**config.mk**
```make
export PLATFORM = sky130hd
export DESIGN_NAME = alu_pipe
export DESIGN_NICKNAME = d
export VERILOG_FILES = /design/src/rtl/alu_pipe.sv
export SDC_FILE = /design/constraint.sdc
export NUM_CORES = 1
export LEC_CHECK = 0
export ABC_AREA = 1
export BUFFER_PORTS_ARGS = -buffer_cell sky130_fd_sc_hd__buf_2
export CAP_MARGIN = 5
export CORE_ASPECT_RATIO = 0.6
export CORE_UTILIZATION = 50
export CTS_BUF_LIST = sky130_fd_sc_hd__clkbuf_16
export CTS_CLUSTER_DIAMETER = 100
export DETAILED_ROUTE_END_ITERATION = 16
export PLACE_DENSITY = 0.71
export SYNTH_ARGS = -nofsm -noshare
export SYNTH_HDL_FRONTEND = slang
export SYNTH_SLANG_ARGS = --single-unit
export TNS_END_PERCENT = 100
```
**constraint.sdc**
```tcl
create_clock -name clk -period 8.75 [get_ports clk]
set_input_delay 1.75 -clock clk [delete_from_list [all_inputs] [get_ports clk]]
set_output_delay 1.75 -clock clk [all_outputs]
set_load 0.02 [all_outputs]
```
**src/rtl/alu_pipe.sv**
```systemverilog
// Two-stage add/sub/min/max ALU with accumulator, optional saturation and flags; result 1 cycle after accept.
// Holds 2 transactions; stalls on !out_ready, and in_ready follows out_ready combinationally when S1 is occupied.
module alu_pipe #(
  parameter int WIDTH    = 9,
  parameter bit SIGNED   = 1'b1,
  parameter bit SATURATE = 1'b1
) (
  input  logic             clk,
  input  logic             reset,
  input  logic             in_valid,
  output logic             in_ready,
  input  logic [1:0]       select,
  input  logic             acc_en,
  input  logic             acc_clr,
  input  logic [WIDTH-1:0] inputA,
  input  logic [WIDTH-1:0] inputB,
  output logic             out_valid,
  input  logic             out_ready,
  output logic [WIDTH-1:0] out,
  output logic             out_ovf,
  output logic             out_zero
);

  typedef struct packed {
    logic [1:0]       sel;
    logic             acc_en;
    logic [WIDTH-1:0] a;
    logic [WIDTH-1:0] b;
  } s1_t;

  s1_t              s1;
  logic             s1_valid;
  logic             s2_adv;
  logic [WIDTH-1:0] acc;

  logic [WIDTH-1:0] op_b;
  logic [WIDTH:0]   ea;
  logic [WIDTH:0]   eb;
  logic [WIDTH:0]   raw;
  logic             lt;
  logic             arith_ovf;
  logic [WIDTH-1:0] clamp;
  logic [WIDTH-1:0] res;
  logic             res_ovf;

  assign s2_adv   = !out_valid || out_ready;
  assign in_ready = !s1_valid || s2_adv;

  always_ff @(posedge clk) begin
    if (reset) begin
      s1_valid <= 1'b0;
      s1       <= '0;
    end else if (in_ready) begin
      s1_valid <= in_valid;
      if (in_valid) begin
        s1 <= '{sel: select, acc_en: acc_en, a: inputA, b: inputB};
      end
    end
  end

  // B is taken from the accumulator here, at S2, so chained accumulates see the previous result.
  always_comb begin
    op_b      = s1.acc_en ? acc : s1.b;
    ea        = {(SIGNED ? s1.a[WIDTH-1] : 1'b0), s1.a};
    eb        = {(SIGNED ? op_b[WIDTH-1] : 1'b0), op_b};
    raw       = s1.sel[0] ? (ea - eb) : (ea + eb);
    lt        = $signed(ea) < $signed(eb);
    arith_ovf = SIGNED ? (raw[WIDTH] ^ raw[WIDTH-1]) : raw[WIDTH];
    if (SIGNED) begin
      clamp = raw[WIDTH] ? {1'b1, {(WIDTH-1){1'b0}}} : {1'b0, {(WIDTH-1){1'b1}}};
    end else begin
      clamp = s1.sel[0] ? {WIDTH{1'b0}} : {WIDTH{1'b1}};
    end
    res     = s1.a;
    res_ovf = 1'b0;
    if (s1.sel[1]) begin
      res = (lt ^ s1.sel[0]) ? s1.a : op_b;
    end else begin
      res_ovf = arith_ovf;
      res     = (arith_ovf && SATURATE) ? clamp : raw[WIDTH-1:0];
    end
  end

  always_ff @(posedge clk) begin
    if (reset) begin
      out_valid <= 1'b0;
      out       <= '0;
      out_ovf   <= 1'b0;
      out_zero  <= 1'b0;
    end else if (s2_adv) begin
      out_valid <= s1_valid;
      if (s1_valid) begin
        out      <= res;
        out_ovf  <= res_ovf;
        out_zero <= (res == '0);
      end
    end
  end

  // An accumulating load takes priority over a coincident clear.
  always_ff @(posedge clk) begin
    if (reset) begin
      acc <= '0;
    end else if (s2_adv && s1_valid && s1.acc_en) begin
      acc <= res;
    end else if (acc_clr) begin
      acc <= '0;
    end
  end

endmodule

```
After elaboration in Yosys (flattened, before gate mapping)
Cells that the tools add are included.
{ "totals": {"reg_bits": 43, "input_bits": 26, "output_inout_bits": 13, "word_cells": 34} }
{ "classes": {"n_addsub": 2, "magnitude_cmp": 1, "mux": 9, "bitwise": 2, "reduce_logical": 10} }
{ "op_table": {"columns": ["operator", "count"], "rows": [
  ["9-bit two-way mux", 7],
  ["9-bit by 9-bit adder with 10-bit output", 1],
  ["10-bit two-way mux", 1],
  ["9-bit by 9-bit subtractor with 10-bit output", 1],
  ["9-bit logical NOT", 1],
  ["9-bit less-than comparator", 1],
  ["2-bit AND reduction", 2],
  ["1-bit logical AND", 2],
  ["1-bit logical NOT", 2],
  ["1-bit logical OR", 2],
  ["2-bit nonzero test", 1],
  ["1-bit bitwise XOR", 2],
  ["1-bit two-way mux", 1]
]} }

Longest topological paths before layout
Gate-level depths: netlist (run 1).
{ "logic_depth": {"ltp_word": 7, "ltp_mapped": 27, "mapped_depth_nobuf": 25} }

Worst setup path after synthesis (run 1)
Ideal clock, no wire load.
{ "synth_path": {"path_type": "input port to output port", "from": "input out_ready", "to": "output in_ready", "t_arrival_ns": 2.003, "t_required_ns": 7.000, "setup_slack_ns": 4.997, "stages": 2, "path_buffers": 0, "path_cell_list": "inv_1 nand3_1"} }
{ "synth_between": {"elab_chain_cells": 2} }
{ "synth_lines": {"columns": ["element", "line_no", "text"], "rows": [
  ["start, declared", "18", "input logic out_ready,"],
  ["1-bit logical OR", "46", "assign s2_adv = !out_valid || out_ready;"],
  ["1-bit logical OR", "47", "assign in_ready = !s1_valid || s2_adv;"],
  ["end, declared", "11", "output logic in_ready,"]
]} }
No other way between the ends.

Final worst setup path (run 1)
Same ends and word-level chain as after synthesis.

==> metrics, run 1 <==
Crit path largest cell delay 0.18 ns; crit path DAT 2.19 ns; crit path cell chain buf_2 > inv_1 > nand3_1 > buf_2; Routed Antenna Nets 0; initial DRC count 273; wire length per cell 13.6 um; drt via density 5.23; Critical Path Sink Type primary output; #FFs+latches synth 43; Most used DFF post-synth dfxtp_1; status finished, final reports clean; Die Wd 101 um; FFs w/ async S/R, synth 0; die area 0.00625 mm^2; Nets 537; antenna cell count 0; synthesized cell area 0.00296 mm^2; chip height 61.6 um; I/O pin total 39; worst-path fanout max 3; minimum clock period 3.94 ns; Post-synth EDFFs 0; most used cell, CP buf_2; Post-CTS Setup Inserts 0; hpwl dp 5.98 mm; pwr/cell area 202 mW/mm^2; Sink Count 43; slowest CP cell buf_2; H-tree depth 2; Initial DRT Pass Iterations 6; vias in the first global route 2412; Ys Warns 0; clock-pin slew on the worst setup and hold paths 0.06 ns; Rel. slew slack 0.366; critical path startpoint category primary input; count of final setup violators 0; first-pass GRT wire length 12.0 mm; fin crit share 0.451; Clock Root Buffer clkbuf_16; Setup WS post-layout 4.81 ns; Seq/Total Area, Yosys 0.291; RSZ-0062 raised after global routing false; syn_area_per_cell 6.45 um^2; Post-synth top cells nand2_1 (110), inv_1 (57), nor2_1 (54), dfxtp_1 (43), o21ai_0 (43); Hold Vio Cnt, Final 0; layout cells sized above 1 0.151; I/O Buffers 38; FP Rows 21; area added between synthesis and finish 13.7%; final wirelength 7.75 mm; worst slew pin tran 0.949 ns; vias 2976; Worst Path Required 7.00 ns; Max Cap Viol 0; setup_tns 0 ns; largest net degree at the start of global routing 34; number of distinct library cells after synthesis 34; Core Region 0.00565 mm^2; worst IR drop on VDD 0.000117 V; Clock Skew 0.00477 ns; drt drc 0; synth top area cells dfxtp_1 (29%), nand2_1 (14%), ha_1 (8.9%); GP Congestion 0.864; Synth top area share 0.291; LEAKAGE 0.00176 uW; initial antenna violation count 0; CTS tree yes; CTS Buf Count 5; Hold/Removal Path Class reg2reg; cell taking the most area after synthesis dfxtp_1; Max Transition Viols Final 0; Overall Global Routing Usage 0.253; Syn Nets 508; cts repair resizes 0; clock latency on the worst-skew pair 0.28 ns; WS Path Type in2out; top-count cell post-synth nand2_1; Synth Instances 459; deepest clock path buffer count 2; Starting Density 0.524; cts hold-fix bufs 0; FMAX 0.254 GHz; Place WS 4.82 ns; grt ovf 0
## stage by stage
stage                     cells  instance area, um^2  power, uW  hold WS (ns)  utilization
after floorplan             459                 2960        392         0.441            -
after detailed placement    561                 3180        445         0.455        0.563
after global routing        569                 3370        721         0.489        0.596
after global placement      561                 3180        439         0.448        0.563
after CTS                   569                 3370        680         0.465        0.596
final                       569                 3370        682         0.464        0.596
## where the power goes
group	switching [uW]	leakage (uW)	internal, uW
Combinational	151	0.00131	75.0
Clock	71.9	0.0000952	162
Sequential	12.8	0.000354	209
## kinds of logic after synthesis
family | synth area share
adders and majority gates | 0.102
AOI/OAI and AO/OA | 0.179
DFF | 0.291
and+or+nand+nor | 0.312
buffers and inverters | 0.102
xor gates and xnor gates | 0.0148
## state kept, by name (all words and copies together), names as in the netlist
| name | cells |
|---|---|
| out_ovf | 1 |
| out_valid | 1 |
| out_zero | 1 |
| out | 9 |
| s1 | 12 |
| ea | 9 |
| s1_valid | 1 |
| acc | 9 |
## cell type report
| class | count | area (um^2) |
|---|---|---|
| fillers | 566 | 2280 |
| multi-input cells | 339 | 1800 |
| flip-flops and latches | 43 | 861 |
| inverters | 61 | 229 |
| repair buffers | 38 | 190 |
| clock buffers | 5 | 125 |
| well taps | 80 | 100 |
| clock inverters | 3 | 63.8 |
## worst max-delay path, delay by kind of cell
kind                   cells  cell delay (ns)
buffers and inverters      3             0.33
and+or+nand+nor            1             0.11
## metal layers
| metal | routed length (um) | up-vias | part of all wire | GRT usage |
|---|---|---|---|---|
| li1 | - | 1511 | - | - |
| met1 | 4000 | 1350 | 0.52 | 0.393 |
| met2 | 3100 | 109 | 0.40 | 0.373 |
| met3 | 614 | 6 | 0.079 | 0.0420 |
| met4 | 42 | 0 | 0.0054 | 0.0290 |
| met5 | 0 | - | 0 | 0 |
## path summary, 6_finish.rpt
path                            to  slack, ns  depth (start not counted)                 start
min           out_ovf$_SDFFE_PP0P_       0.46                          2  out_ovf$_SDFFE_PP0P_
max                       in_ready       4.81                          4             out_ready
max reg2reg  out_zero$_SDFFE_PP0P_       5.13                         22   s1[18]$_SDFFE_PP0P_
min reg2reg   out_ovf$_SDFFE_PP0P_       0.46                          2  out_ovf$_SDFFE_PP0P_
## layout by cell type (no fill, tap or decap), types with 2 or more instances in the layout
| cell | Yosys | final |
|---|---|---|
| a21oi_1 | 35 | 35 |
| a21oi_2 | 4 | 4 |
| and2_1 | 2 | 2 |
| buf_2 | 1 | 38 |
| bufinv_16 | 0 | 2 |
| clkbuf_16 | 0 | 5 |
| clkinv_1 | 2 | 2 |
| dfxtp_1 | 43 | 43 |
| fa_1 | 2 | 2 |
| ha_1 | 21 | 21 |
| inv_1 | 57 | 58 |
| inv_2 | 2 | 2 |
| nand2_1 | 110 | 110 |
| nand2_2 | 7 | 7 |
| nand3_1 | 19 | 19 |
| nand3_2 | 5 | 5 |
| nor2_1 | 54 | 54 |
| nor3_1 | 2 | 2 |
| o211ai_1 | 4 | 4 |
| o21ai_0 | 43 | 43 |
| o21ai_1 | 5 | 5 |
| o21bai_1 | 3 | 3 |
| or2_0 | 2 | 2 |
| or2_1 | 2 | 2 |
| or2_2 | 8 | 8 |
| xor2_1 | 5 | 5 |
Note: power is estimated with default switching activity, not from simulation.
==> inputs of run 2 (changes only) <==
--- a/config.mk
+++ b/config.mk
@@ -13,7 +13,7 @@
 export CTS_BUF_LIST = sky130_fd_sc_hd__clkbuf_16
 export CTS_CLUSTER_DIAMETER = 100
 export DETAILED_ROUTE_END_ITERATION = 16
-export PLACE_DENSITY = 0.71
+export PLACE_DENSITY = 0.73
 export SYNTH_ARGS = -nofsm -noshare
 export SYNTH_HDL_FRONTEND = slang
 export SYNTH_SLANG_ARGS = --single-unit
==> constraint.sdc (replaced) <==
create_clock -name clk -period 3.5 [get_ports clk]
set_input_delay 0.7 -clock clk [delete_from_list [all_inputs] [get_ports clk]]
set_output_delay 0.7 -clock clk [all_outputs]
set_load 0.02 [all_outputs]
==> run 2 against run 1 <==
Effect of this change: cell count increased by 1.6%; flip-flop and latch count unchanged; sequential power grew 150%; die area unchanged; clock skew about the same; critical path type is now reg2reg; largest power group is now combinational logic.
==> metrics, run 2 (synthesized netlist as in run 1, its figures left out) <==
drt drc 0 (unchanged); I/O Buffers 38 (unchanged); Most flops, register s1; minimum clock period 3.27 ns; Initial DRT Pass Iterations 5 (-1); WS Path Type reg2reg; fin crit share 0.935; Crit path largest cell delay 0.43 ns (+0.25 ns); worst IR drop on VDD 0.000276 V (+140%); hpwl dp 6.18 mm (+3.3%); Largest register FFs 12 (unchanged); Clock Root Buffer clkbuf_16; Die Wd 101 um (unchanged); commonest non-fill, non-tap cell in the layout nand2_1; Critical Path Sink Type flip-flop; final wirelength 8.27 mm (+6.7%); chip height 61.6 um (unchanged); filler instances 552 (-2.5%); R2R Path Start s1[18]$_SDFFE_PP0P_; Rel. slew slack 0.478 (+0.112); HP Start acc[3]$_SDFFE_PP0P_; grt ovf 0 (unchanged); largest net degree at the start of global routing 26 (-24%); Routed Antenna Nets 0 (unchanged); vias 3012 (+1.2%); Nets 546 (+1.7%); status finished, final reports clean; Hold/Removal Path Class reg2reg; Critical path buffers and inverters 4 (+1); LEAKAGE 0.00177 uW (+0.82%); crit path DAT 3.49 ns (+1.30 ns); FMAX 0.306 GHz; pwr/cell area 475 mW/mm^2 (+130%); die area 0.00625 mm^2 (unchanged); worst-path fanout max 10 (+7); deepest clock path buffer count 2 (unchanged); most used cell, CP nand2_1; Clock Skew 0.00463 ns (-0.000137 ns); clock-pin slew on the worst setup and hold paths 0.07 ns (about the same); Max Transition Viols Final 0 (unchanged); H-tree depth 2 (unchanged); Hold Vio Cnt, Final 0 (unchanged); clock latency on the worst-skew pair 0.29 ns (about the same); total power 1620 uW (+140%); beginning of the critical path s1[18]$_SDFFE_PP0P_; Final Util 0.606 (+0.00975); FP Rows 21 (unchanged); critical path startpoint category flip-flop; Worst Path Required 3.72 ns (-3.28 ns); crit path cell chain clkinvlp_4 > or2_2 > o21ai_2 > inv_1 > ha_1 > inv_1 > fa_1 > nand3_1 > nand2_1 > nand2_1 > nand2_1 > nand2_1 > nand2_2 > nand2_2 > nand2_2 > nand2_2 > buf_4 > o211ai_2 > and2_4 > nand2_1 > nor2_1 > nand2_1 > a21oi_2; most frequent cells in the layout nand2_1 (109), inv_1 (56), nor2_1 (54), dfxtp_1 (42), o21ai_0 (39); slowest CP cell dfxtp_4; initial antenna violation count 0 (unchanged); CTS tree yes; vias in the first global route 2398 (-0.58%); Overall Global Routing Usage 0.258 (+0.00471); I/O pin total 39 (unchanged); antenna cell count 0 (unchanged); Sink Count 43 (unchanged); worst slew pin tran 0.775 ns (-0.174 ns); initial DRC count 269 (-1.5%); CTS Buf Count 5 (unchanged); wire length per cell 14.3 um (+5.0%); Max Cap Viol 0 (unchanged); first-pass GRT wire length 12.1 mm (+1.2%); Core Region 0.00565 mm^2 (unchanged); crit-path leading delay family simple AND/OR/NAND/NOR gates; count of final setup violators 0 (unchanged); Starting Density 0.524 (unchanged); drt via density 5.21 (-0.37%); layout cells sized above 1 0.183 (+0.0314); GP Congestion 0.961 (+11%); area added between synthesis and finish 15.6%
==> run 2: stage by stage <==
step                      TNS, ns  worst slack [ns]  hold slack [ns]  cell area (um^2)  cells
after floorplan                 0             0.632            0.441              2960    459
after global placement          0             0.157            0.449              3200    564
after detailed placement        0            0.0523            0.458              3200    564
after CTS                       0           0.00427            0.473              3350    572
after global routing      -0.0401           -0.0401            0.489              3420    578
final                           0             0.227            0.478              3420    578
==> run 2: final cells by class <==
type                            count  area (um^2)  share of cell area
Clock buffer                        5          125              0.0365
Clock inverter                      3         23.8             0.00694
Inverter                           61          233              0.0680
Multi-Input combinational cell    340         1830               0.534
Sequential cell                    43          865               0.252
Tap cell                           80          100              0.0292
Timing Repair Buffer               46          250              0.0731
==> run 2: repair_timing <==
action	in CTS	in global routing
hold buffers	0	0
setup endpoints to repair	0	19
buffers inserted	0	5
gates resized for setup	0	13
==> run 2: final timing paths <==
check / endpoint / slack, ns / cells after the start
max: out_zero$_SDFFE_PP0P_ / 0.23 / 23
min: acc[3]$_SDFFE_PP0P_ / 0.48 / 2
max reg2reg: out_zero$_SDFFE_PP0P_ / 0.23 / 23
min reg2reg: acc[3]$_SDFFE_PP0P_ / 0.48 / 2
==> run 2: report_power, final <==
part	internal, uW	leakage [uW]	total (uW)	switching [uW]
Clock	267	0.0000664	472	205
Sequential	522	0.000355	554	32.4
Combinational	207	0.00135	600	393
Total	995	0.00177	1620	630
==> run 2: worst min-delay path, stage by stage (launching register included) <==
cell,delay [ns]
dfxtp_1,0.31
nand2_1,0.06
a21oi_1,0.06
==> run 2: per-layer routing <==
metal	wire length, um	GRT usage
met4	29	0.0311
met1	4220	0.396
met2	3290	0.368
met5	0	0
met3	733	0.0636
==> inputs of run 3 (changes only) <==
==> constraint.sdc (replaced) <==
create_clock -name clk -period 2.8 [get_ports clk]
set_input_delay 0.56 -clock clk [delete_from_list [all_inputs] [get_ports clk]]
set_output_delay 0.56 -clock clk [all_outputs]
set_load 0.02 [all_outputs]
==> run 3 against run 2 <==
Effect of this change: the flow now finishes with violations (setup timing); cell area grew 23%; core utilization grew 14 points; via count grew 11%; clock skew grew 0.0012 ns; non-clock buffer count grew 49; clock power grew 18%; largest cell class unchanged.
==> metrics, run 3 (synthesized netlist as in run 1, its figures left out) <==
Critical path buffers and inverters 6 (+2); FP Rows 21 (unchanged); hpwl dp 6.53 mm (+5.5%); fin crit share 1.04 (+0.104); Worst Path Required 3.03 ns (-0.69 ns); Critical Path Sink Type flip-flop; RSZ-0062 raised after global routing true; layout cells sized above 1 0.397 (+0.215); deepest clock path buffer count 2 (unchanged); Hold/Removal Path Class reg2reg; GP Congestion 0.949 (-1.2%); worst-path fanout max 7 (-3); commonest non-fill, non-tap cell in the layout nand2_1; initial antenna violation count 0 (unchanged); Nets 594 (+8.8%); Most flops, register s1; final wirelength 9.87 mm (+19%); Routed Antenna Nets 0 (unchanged); Place WS -0.310 ns (-0.362 ns); I/O Buffers 38 (unchanged); most used cell, CP nand2_4; total power 2460 uW (+51%); failing checks setup timing; antenna cell count 0 (unchanged); pwr/cell area 582 mW/mm^2 (+23%); most frequent cells in the layout nand2_1 (85), buf_4 (51), inv_1 (48), nor2_1 (45), dfxtp_1 (42); die area 0.00625 mm^2 (unchanged); Overall Global Routing Usage 0.306 (+0.0484); clock latency on the worst-skew pair 0.28 ns (about the same); critical path startpoint category flip-flop; Largest register FFs 12 (unchanged); drt drc 0 (unchanged); FMAX 0.344 GHz (+12%); I/O pin total 39 (unchanged); worst slew pin tran 0.682 ns (-0.0928 ns); clock-pin slew on the worst setup and hold paths 0.06 ns (about the same); count of final setup violators 7 (+7); Crit path largest cell delay 0.37 ns (-0.06 ns); crit path DAT 3.14 ns (-0.35 ns); grt ovf 0 (unchanged); Hold Vio Cnt, Final 0 (unchanged); filler instances 423 (-23%); drt via density 5.35 (+2.7%); Hold WS 0.466 ns (-0.0127 ns); CTS tree yes; Core Region 0.00565 mm^2 (unchanged); Rel. slew slack 0.545 (+0.0668); Setup WS post-layout -0.111 ns (-0.338 ns); Clock Skew 0.00582 ns (+0.00119 ns); cts hold-fix bufs 0 (unchanged); CTS Buf Count 5 (unchanged); Starting Density 0.524 (unchanged); Max Cap Viol 0 (unchanged); LEAKAGE 0.00208 uW (+18%); initial DRC count 300 (+12%); chip height 61.6 um (unchanged); crit path cell chain inv_6 > buf_6 > or2_1 > o21ai_1 > buf_4 > ha_4 > inv_4 > nand2_4 > nor3_4 > nand2_4 > nand3_1 > nand3_2 > nand2_4 > nand2_4 > nand2_2 > nand2_4 > nand2_4 > nor2_4 > buf_4 > or2_2 > inv_1; Sink Count 43 (unchanged); H-tree depth 2 (unchanged); crit-path leading delay family simple AND/OR/NAND/NOR gates; Die Wd 101 um (unchanged); Max Transition Viols Final 0 (unchanged); area added between synthesis and finish 42.7%; largest net degree at the start of global routing 26 (unchanged); slowest CP cell dfxtp_4; WS Path Type reg2reg; Initial DRT Pass Iterations 8 (+3); wire length per cell 15.8 um (+10%); minimum clock period 2.91 ns (-0.362 ns); first-pass GRT wire length 14.4 mm (+19%); status complete, but fails checks; Clock Root Buffer clkbuf_16; vias 3351 (+11%); worst IR drop on VDD 0.000376 V (+36%); vias in the first global route 2961 (+23%)
==> run 3: worst paths after layout <==
kind | depth (start not counted) | end | slack [ns] | startpoint
max reg2reg | 21 | out[5]$_SDFFE_PP0P_ | -0.11 | s1[18]$_SDFFE_PP0P_
max | 21 | out[5]$_SDFFE_PP0P_ | -0.11 | s1[18]$_SDFFE_PP0P_
min reg2reg | 2 | out_ovf$_SDFFE_PP0P_ | 0.47 | out_ovf$_SDFFE_PP0P_
min | 2 | out_ovf$_SDFFE_PP0P_ | 0.47 | out_ovf$_SDFFE_PP0P_
==> run 3: final cells by class <==
cell class / instances / area [um^2] / area share
Clock buffer: 5 / 125 / 0.0296
Clock inverter: 3 / 16.3 / 0.00385
Inverter: 61 / 241 / 0.0571
Multi-Input combinational cell: 339 / 2230 / 0.528
Sequential cell: 43 / 865 / 0.205
Tap cell: 80 / 100 / 0.0237
Timing Repair Buffer: 95 / 649 / 0.154
==> run 3: tightest hold or removal path, cell delays in order, from the launching register on <==
cell and delay [ns]:
dfxtp_1 0.31, nand2_1 0.06, a21oi_1 0.06
==> run 3: per-stage QoR <==
stage,std cells,util,TNS (ns),instance area (um^2)
floorplan,459,-,0,2970
global placement,599,0.614,-2.56,3470
detailed placement,599,0.614,-3.03,3470
CTS,620,0.701,-0.00898,3960
global route,626,0.748,-2.14,4230
finish,626,0.748,-0.310,4230
==> run 3: what timing repair did <==
action	4_1_cts	5_1_grt
pin swaps	26	26
gates resized for setup	73	67
endpoints found under the setup margin	19	19
buffers inserted	13	6
==> run 3: where the power goes <==
| part | internal, uW | switching [uW] | total [uW] |
|---|---|---|---|
| clock network | 325 | 233 | 558 |
| registers | 652 | 40.9 | 693 |
| logic | 522 | 686 | 1210 |
==> run 3: per-layer routing <==
layer | global-route usage | wire (um)
met1 | 0.447 | 4540
met4 | 0.0745 | 225
met3 | 0.0602 | 850
met5 | 0 | 0
met2 | 0.466 | 4260
